$ cat src/rtl/seq_gen_if.sv
// Single-bit serial pattern interface: command side (start/abort/pattern
// fields) and the serial output stream with its status flags.
interface seq_gen_if #(
    parameter int MAXLEN = 16,
    parameter int LENW   = 5,
    parameter int REPW   = 8,
    parameter int GAPW   = 4
);
    logic              start;
    logic              abort;
    logic [MAXLEN-1:0] pat;
    logic [LENW-1:0]   len;
    logic [REPW-1:0]   reps;
    logic [GAPW-1:0]   gap;
    logic              dout;
    logic              dvalid;
    logic              busy;
    logic              done;
    logic              err;

    modport master (
        output start, abort, pat, len, reps, gap,
        input  dout, dvalid, busy, done, err
    );

    modport slave (
        input  start, abort, pat, len, reps, gap,
        output dout, dvalid, busy, done, err
    );
endinterface

$ cat src/rtl/seq_gen.sv
// Programmable serial pattern transmitter: shifts a latched pattern out
// MSB-first, repeated reps times with gap idle cycles between repetitions.
module seq_gen #(
    parameter int MAXLEN = 16,
    parameter int LENW   = 5,
    parameter int REPW   = 8,
    parameter int GAPW   = 4
) (
    input logic      clk,
    input logic      rst,
    seq_gen_if.slave bus
);
    localparam int IDXW = (MAXLEN > 1) ? $clog2(MAXLEN) : 1;

    typedef enum logic [1:0] {IDLE, SHIFT, GAP} state_t;

    state_t            state, state_n;
    logic [MAXLEN-1:0] pat_r, pat_n;
    logic [IDXW-1:0]   top_r, top_n;
    logic [IDXW-1:0]   idx_r, idx_n;
    logic [REPW-1:0]   rep_r, rep_n;
    logic [GAPW-1:0]   gap_r, gap_n;
    logic [GAPW-1:0]   gcnt_r, gcnt_n;
    logic              dout_r, dout_n;
    logic              dvalid_r, dvalid_n;
    logic              busy_r, busy_n;
    logic              done_r, done_n;
    logic              err_r, err_n;

    logic              cmd_bad;
    logic [IDXW-1:0]   first_idx;

    assign cmd_bad   = (bus.len == '0) || (bus.len > LENW'(MAXLEN)) || (bus.reps == '0);
    assign first_idx = IDXW'(bus.len - LENW'(1));

    assign bus.dout   = dout_r;
    assign bus.dvalid = dvalid_r;
    assign bus.busy   = busy_r;
    assign bus.done   = done_r;
    assign bus.err    = err_r;

    // Outputs are registered: this block computes what they show next cycle.
    always_comb begin
        // NOTE: every signal written here gets a default first, so no path through the case can infer a latch.
        state_n  = state;
        pat_n    = pat_r;
        top_n    = top_r;
        idx_n    = idx_r;
        rep_n    = rep_r;
        gap_n    = gap_r;
        gcnt_n   = gcnt_r;
        dout_n   = 1'b0;
        dvalid_n = 1'b0;
        busy_n   = 1'b0;
        done_n   = 1'b0;
        err_n    = 1'b0;

        unique case (state)
            IDLE: begin
                if (bus.start) begin
                    if (cmd_bad) begin
                        err_n = 1'b1;
                    end else begin
                        state_n  = SHIFT;
                        pat_n    = bus.pat;
                        top_n    = first_idx;
                        idx_n    = first_idx;
                        rep_n    = bus.reps;
                        gap_n    = bus.gap;
                        dout_n   = bus.pat[first_idx];
                        dvalid_n = 1'b1;
                        busy_n   = 1'b1;
                    end
                end
            end

            SHIFT: begin
                if (bus.abort) begin
                    state_n = IDLE;
                end else if (idx_r != '0) begin
                    idx_n    = idx_r - IDXW'(1);
                    dout_n   = pat_r[idx_r - IDXW'(1)];
                    dvalid_n = 1'b1;
                    busy_n   = 1'b1;
                end else if (rep_r == REPW'(1)) begin
                    // Bit 0 of the final repetition has just been shown.
                    state_n = IDLE;
                    rep_n   = '0;
                    done_n  = 1'b1;
                end else begin
                    rep_n  = rep_r - REPW'(1);
                    busy_n = 1'b1;
                    if (gap_r == '0) begin
                        idx_n    = top_r;
                        dout_n   = pat_r[top_r];
                        dvalid_n = 1'b1;
                    end else begin
                        state_n = GAP;
                        gcnt_n  = gap_r;
                    end
                end
            end

            GAP: begin
                if (bus.abort) begin
                    state_n = IDLE;
                    gcnt_n  = '0;
                end else if (gcnt_r == GAPW'(1)) begin
                    state_n  = SHIFT;
                    gcnt_n   = '0;
                    idx_n    = top_r;
                    dout_n   = pat_r[top_r];
                    dvalid_n = 1'b1;
                    busy_n   = 1'b1;
                end else begin
                    gcnt_n = gcnt_r - GAPW'(1);
                    busy_n = 1'b1;
                end
            end

            default: state_n = IDLE;
        endcase
    end

    always_ff @(posedge clk) begin
        if (rst) begin
            state    <= IDLE;
            pat_r    <= '0;
            top_r    <= '0;
            idx_r    <= '0;
            rep_r    <= '0;
            gap_r    <= '0;
            gcnt_r   <= '0;
            dout_r   <= 1'b0;
            dvalid_r <= 1'b0;
            busy_r   <= 1'b0;
            done_r   <= 1'b0;
            err_r    <= 1'b0;
        end else begin
            // NOTE: non-blocking assignments let every register sample the pre-edge values.
            state    <= state_n;
            pat_r    <= pat_n;
            top_r    <= top_n;
            idx_r    <= idx_n;
            rep_r    <= rep_n;
            gap_r    <= gap_n;
            gcnt_r   <= gcnt_n;
            dout_r   <= dout_n;
            dvalid_r <= dvalid_n;
            busy_r   <= busy_n;
            done_r   <= done_n;
            err_r    <= err_n;
        end
    end
endmodule
$ cat src/flat_wrapper.sv
// flat-port wrapper written by rule: the top's interface ports become plain ports
module seq_gen_flat 
#(
    parameter int MAXLEN = 16,
    parameter int LENW   = 5,
    parameter int REPW   = 8,
    parameter int GAPW   = 4
)
  (clk, rst, bus_start, bus_abort, bus_pat, bus_len, bus_reps, bus_gap, bus_dout, bus_dvalid, bus_busy, bus_done, bus_err);
  seq_gen_if #(.MAXLEN(MAXLEN), .LENW(LENW), .REPW(REPW), .GAPW(GAPW)) bus_i ();
  input logic clk;
  input logic rst;
  input wire logic [$bits(bus_i.start)-1:0] bus_start;
  input wire logic [$bits(bus_i.abort)-1:0] bus_abort;
  input wire logic [$bits(bus_i.pat)-1:0] bus_pat;
  input wire logic [$bits(bus_i.len)-1:0] bus_len;
  input wire logic [$bits(bus_i.reps)-1:0] bus_reps;
  input wire logic [$bits(bus_i.gap)-1:0] bus_gap;
  output wire logic [$bits(bus_i.dout)-1:0] bus_dout;
  output wire logic [$bits(bus_i.dvalid)-1:0] bus_dvalid;
  output wire logic [$bits(bus_i.busy)-1:0] bus_busy;
  output wire logic [$bits(bus_i.done)-1:0] bus_done;
  output wire logic [$bits(bus_i.err)-1:0] bus_err;
  assign bus_i.start = bus_start;
  assign bus_i.abort = bus_abort;
  assign bus_i.pat = bus_pat;
  assign bus_i.len = bus_len;
  assign bus_i.reps = bus_reps;
  assign bus_i.gap = bus_gap;
  assign bus_dout = bus_i.dout;
  assign bus_dvalid = bus_i.dvalid;
  assign bus_busy = bus_i.busy;
  assign bus_done = bus_i.done;
  assign bus_err = bus_i.err;
  seq_gen #(.MAXLEN(MAXLEN), .LENW(LENW), .REPW(REPW), .GAPW(GAPW)) u_core (.clk(clk), .rst(rst), .bus(bus_i));
endmodule
$ cat config.mk
export PLATFORM = sky130hd
export DESIGN_NAME = seq_gen_flat
export DESIGN_NICKNAME = d
export VERILOG_FILES = /design/src/rtl/seq_gen_if.sv /design/src/rtl/seq_gen.sv /design/src/flat_wrapper.sv
export SDC_FILE = /design/constraint.sdc
export NUM_CORES = 1
export LEC_CHECK = 0
export CAP_MARGIN = 10
export CORE_ASPECT_RATIO = 2
export CORE_MARGIN = 2
export CORE_UTILIZATION = 55
export DETAILED_ROUTE_END_ITERATION = 8
export MAX_ROUTING_LAYER = met4
export PLACE_DENSITY = 0.89
export SETUP_SLACK_MARGIN = 0.05
export SYNTH_ARGS = -nofsm -noshare
export SYNTH_HDL_FRONTEND = slang
export SYNTH_SLANG_ARGS = --single-unit
$ cat constraint.sdc
create_clock -name clk -period 2.8 [get_ports clk]
set_clock_uncertainty 0.1 [all_clocks]
set_input_delay 0.28 -clock clk [delete_from_list [all_inputs] [get_ports clk]]
set_output_delay 0.28 -clock clk [all_outputs]
set_load 0.05 [all_outputs]
==> results by group <==
Placed design
  – Cell Count Post-Placement: 437
  – Gpl congestion: 0.9583
  – Buffers on Ports: 41
  – DP HPWL: 6.131 mm

Clocking
  – Worst-path clk slew: 90 ps
  – Sinks on Clock Net: 47
  – Worst-case clock buffer depth: 2
  – CTS buffer count: 5
  – Latest clock arrival within the worst-skew pair: 320 ps
  – Number of gates given a new drive strength after cts: 0
  – Number of buffers added to fix hold violations after cts: 0
  – Depth of the CTS H-tree: 2
  – Cell chosen for the clock root: clkbuf_8
  – Post-CTS setup buffers: 0
  – Clock tree from TritonCTS: done

Drt
  – Wire length the detailed router placed on met1: 2.575 mm
  – Uppermost routed layer: met4
  – Routed length per instance: 17.88 um
  – Wire length on met2: 4.438 mm
  – Total via count in the routed design: 2914
  – Drt first pass iters: 5
  – Met3 wirelength from detailed routing: 374 um
  – Vias per inst: 6.548
  – Remaining design rule violation count: 0
  – Antenna Violating Nets Remaining: 0
  – Final WL: 7.957 mm
  – Iteration-0 DRC count of the detailed router: 141

Logic synthesis
  – Post-synthesis average cell area: 8.477 sq um
  – Number of nets in the synthesized netlist: 390
  – Synthesis-stage register bit count: 47
  – Unique cell type count in the Yosys netlist: 58
  – Number of enable flip-flop cells after synthesis: 0
  – Area of the mapped netlist: 2899 sq um
  – Number of warnings issued by yosys: 0
  – Synth Flop Type: dfxtp_1
  – Instance count of the mapped netlist: 342
  – Sequential share of the synthesized area: 0.3246
  – Fraction of registers with async set or reset after synthesis: 0

Cells and area
  – Filler-free cell count of the finished design: 445
  – Growth of design area from synthesis to finish: 21.45%
  – Most common cell after layout, fill and taps aside: nand2_1
  – Commonest cells after routing, fill and taps aside: nand2_1, dfxtp_1, clkdlybuf4s50_1
  – Number of antenna repair diodes: 0
  – Ratio of cells with drive above 1 in the final layout: 0.1059
  – Net count, final: 434

STA
  – Maximum clock frequency: 404.1 MHz
  – Worst relative slew slack: 0.6338
  – Part of the cycle the worst path needs: 0.8837
  – Number of pins with negative max-slew slack in the final report: 0
  – Final-report hold violation count: 0
  – Setup violators final: 0
  – RSZ-0062 raised after global routing: false
  – Final total negative setup slack: 0 ps
  – Worst-margin pin slew: 547.8 ps
  – Clock period minus final worst setup slack: 2474 ps

Floorplanning
  – Horizontal die dimension: 55.34 um
  – Site Rows: 37
  – Area inside the core boundary: 5092 sq um
  – Initial Util: 0.5693
  – Die Footprint: 5903 sq um
  – Die height: 106.7 um
  – Total I/O pin count: 42

GRT
  – Sum of overflow across all layers after global routing: 0
  – Vias in the first global route: 2961
  – All-layer global routing usage: 0.2964
  – Pin count of the biggest net entering global routing: 30
  – First-pass GRT wire length: 13.34 mm
  – Initial antenna violation count: 0

Power
  – IR Drop Worst-Case VDD: 630.0 uV
  – Static power due to leakage: 1.285 nW
  – Power density over the cells: 783.0 nW/um^2

Worst setup path
  – Type of element launching the critical path: flip-flop
  – CP arrival: 2610 ps
  – Largest fanout of any net on the critical path: 6
  – Worst Setup Path Type: reg2reg
  – Setup crit end kind: flip-flop
  – Worst EP required: 2940 ps

Status
  – Run status: finished, final reports clean

Run
  – Max Cap Violations: 0

Min path
  – Path class of the lowest-slack min-delay path: reg2reg
[routing by layer]
metal,GRT usage,up-vias
li1,-,1360
met2,0.5332,141
met3,0.06152,49
met1,0.2645,1364
met4,0.2230,0
met5,-,-
[synthesized netlist by cell type (5+ instances only)]
cell,n,area (sq um)
mux2i_1,10,100.1
nand3_1,9,45.04
nor3_1,10,50.05
mux4_2,8,180.2
clkbuf_1,9,33.78
buf_2,6,30.03
o21ai_0,19,95.09
a211oi_1,7,52.55
dfxtp_1,47,940.9
inv_1,18,67.56
o2111ai_1,5,43.79
a21oi_1,32,160.2
ha_1,11,137.6
nand2_1,48,180.2
nor2_1,23,86.33
[final timing paths]
kind,startpoint,endpoint,slack [ps],cells past startpoint
max,u_core.rep_r[0],u_core.state[0],330,6
min,u_core.pat_r[11],u_core.pat_r[11],370,2
min reg2reg,u_core.pat_r[11],u_core.pat_r[11],370,2
max reg2reg,u_core.rep_r[0],u_core.state[0],330,6
[cell type report]
type,count,area (sq um)
inverters,18,67.56
repair buffers,54,520.5
clock buffers,8,100.1
multi-input cells,260,1819
fillers,411,1572
well taps,58,72.57
flip-flops and latches,47,940.9
[sequential cells by signal, summed over array words and instances, names as in the netlist]
register and count:
u_core.bus.dout 1, u_core.state 2, u_core.idx_r 4, u_core.pat_r 16
u_core.gcnt_r 4, u_core.bus.err 1, u_core.bus.done 1, u_core.bus.dvalid 1
u_core.top_r 4, u_core.rep_r 8, u_core.gap_r 4, u_core.bus.busy 1
[through the flow]
| step | total power (W) | utilization | hold slack, ps | area, sq um | setup WS, ps |
|---|---|---|---|---|---|
| floorplan | 0.001868 | - | 316.0 | 2899 | 396.5 |
| global placement | 0.002227 | 0.6717 | 353.2 | 3421 | 147.2 |
| detailed placement | 0.002272 | 0.6717 | 360.4 | 3421 | 54.59 |
| CTS | 0.002731 | 0.6914 | 372.4 | 3521 | 390.3 |
| global route | 0.002916 | 0.6914 | 393.3 | 3521 | 177.9 |
| finish | 0.002757 | 0.6914 | 370.8 | 3521 | 325.7 |
[worst max-delay path, stage by stage (launching register included)]
cell and delay [ps]:
dfxtp_1 450, ha_1 250, nor4b_2 490, a21oi_1 270
o21ai_0 460, nand3_1 140, o21ai_0 230
[cell families (layout without fill, tap and decap cells)]
logic type	after synthesis	after routing	share of synthesized area
and+or+nand+nor	119	119	0.2003
AOI/OAI and AO/OA	103	103	0.2365
DFF	47	47	0.3246
buffers and inverters	35	80	0.04791
muxes	21	21	0.1187
adders and majority gates	11	11	0.04747
xor gates and xnor gates	6	6	0.02460
[where the power goes]
| part | internal (W) | switching, W | total [W] |
|---|---|---|---|
| logic | 0.000591 | 0.000788 | 0.00138 |
| clock network | 0.000226 | 0.000236 | 0.000462 |
| registers | 0.000780 | 0.000135 | 0.000916 |
(Power assumes the default switching activity.)
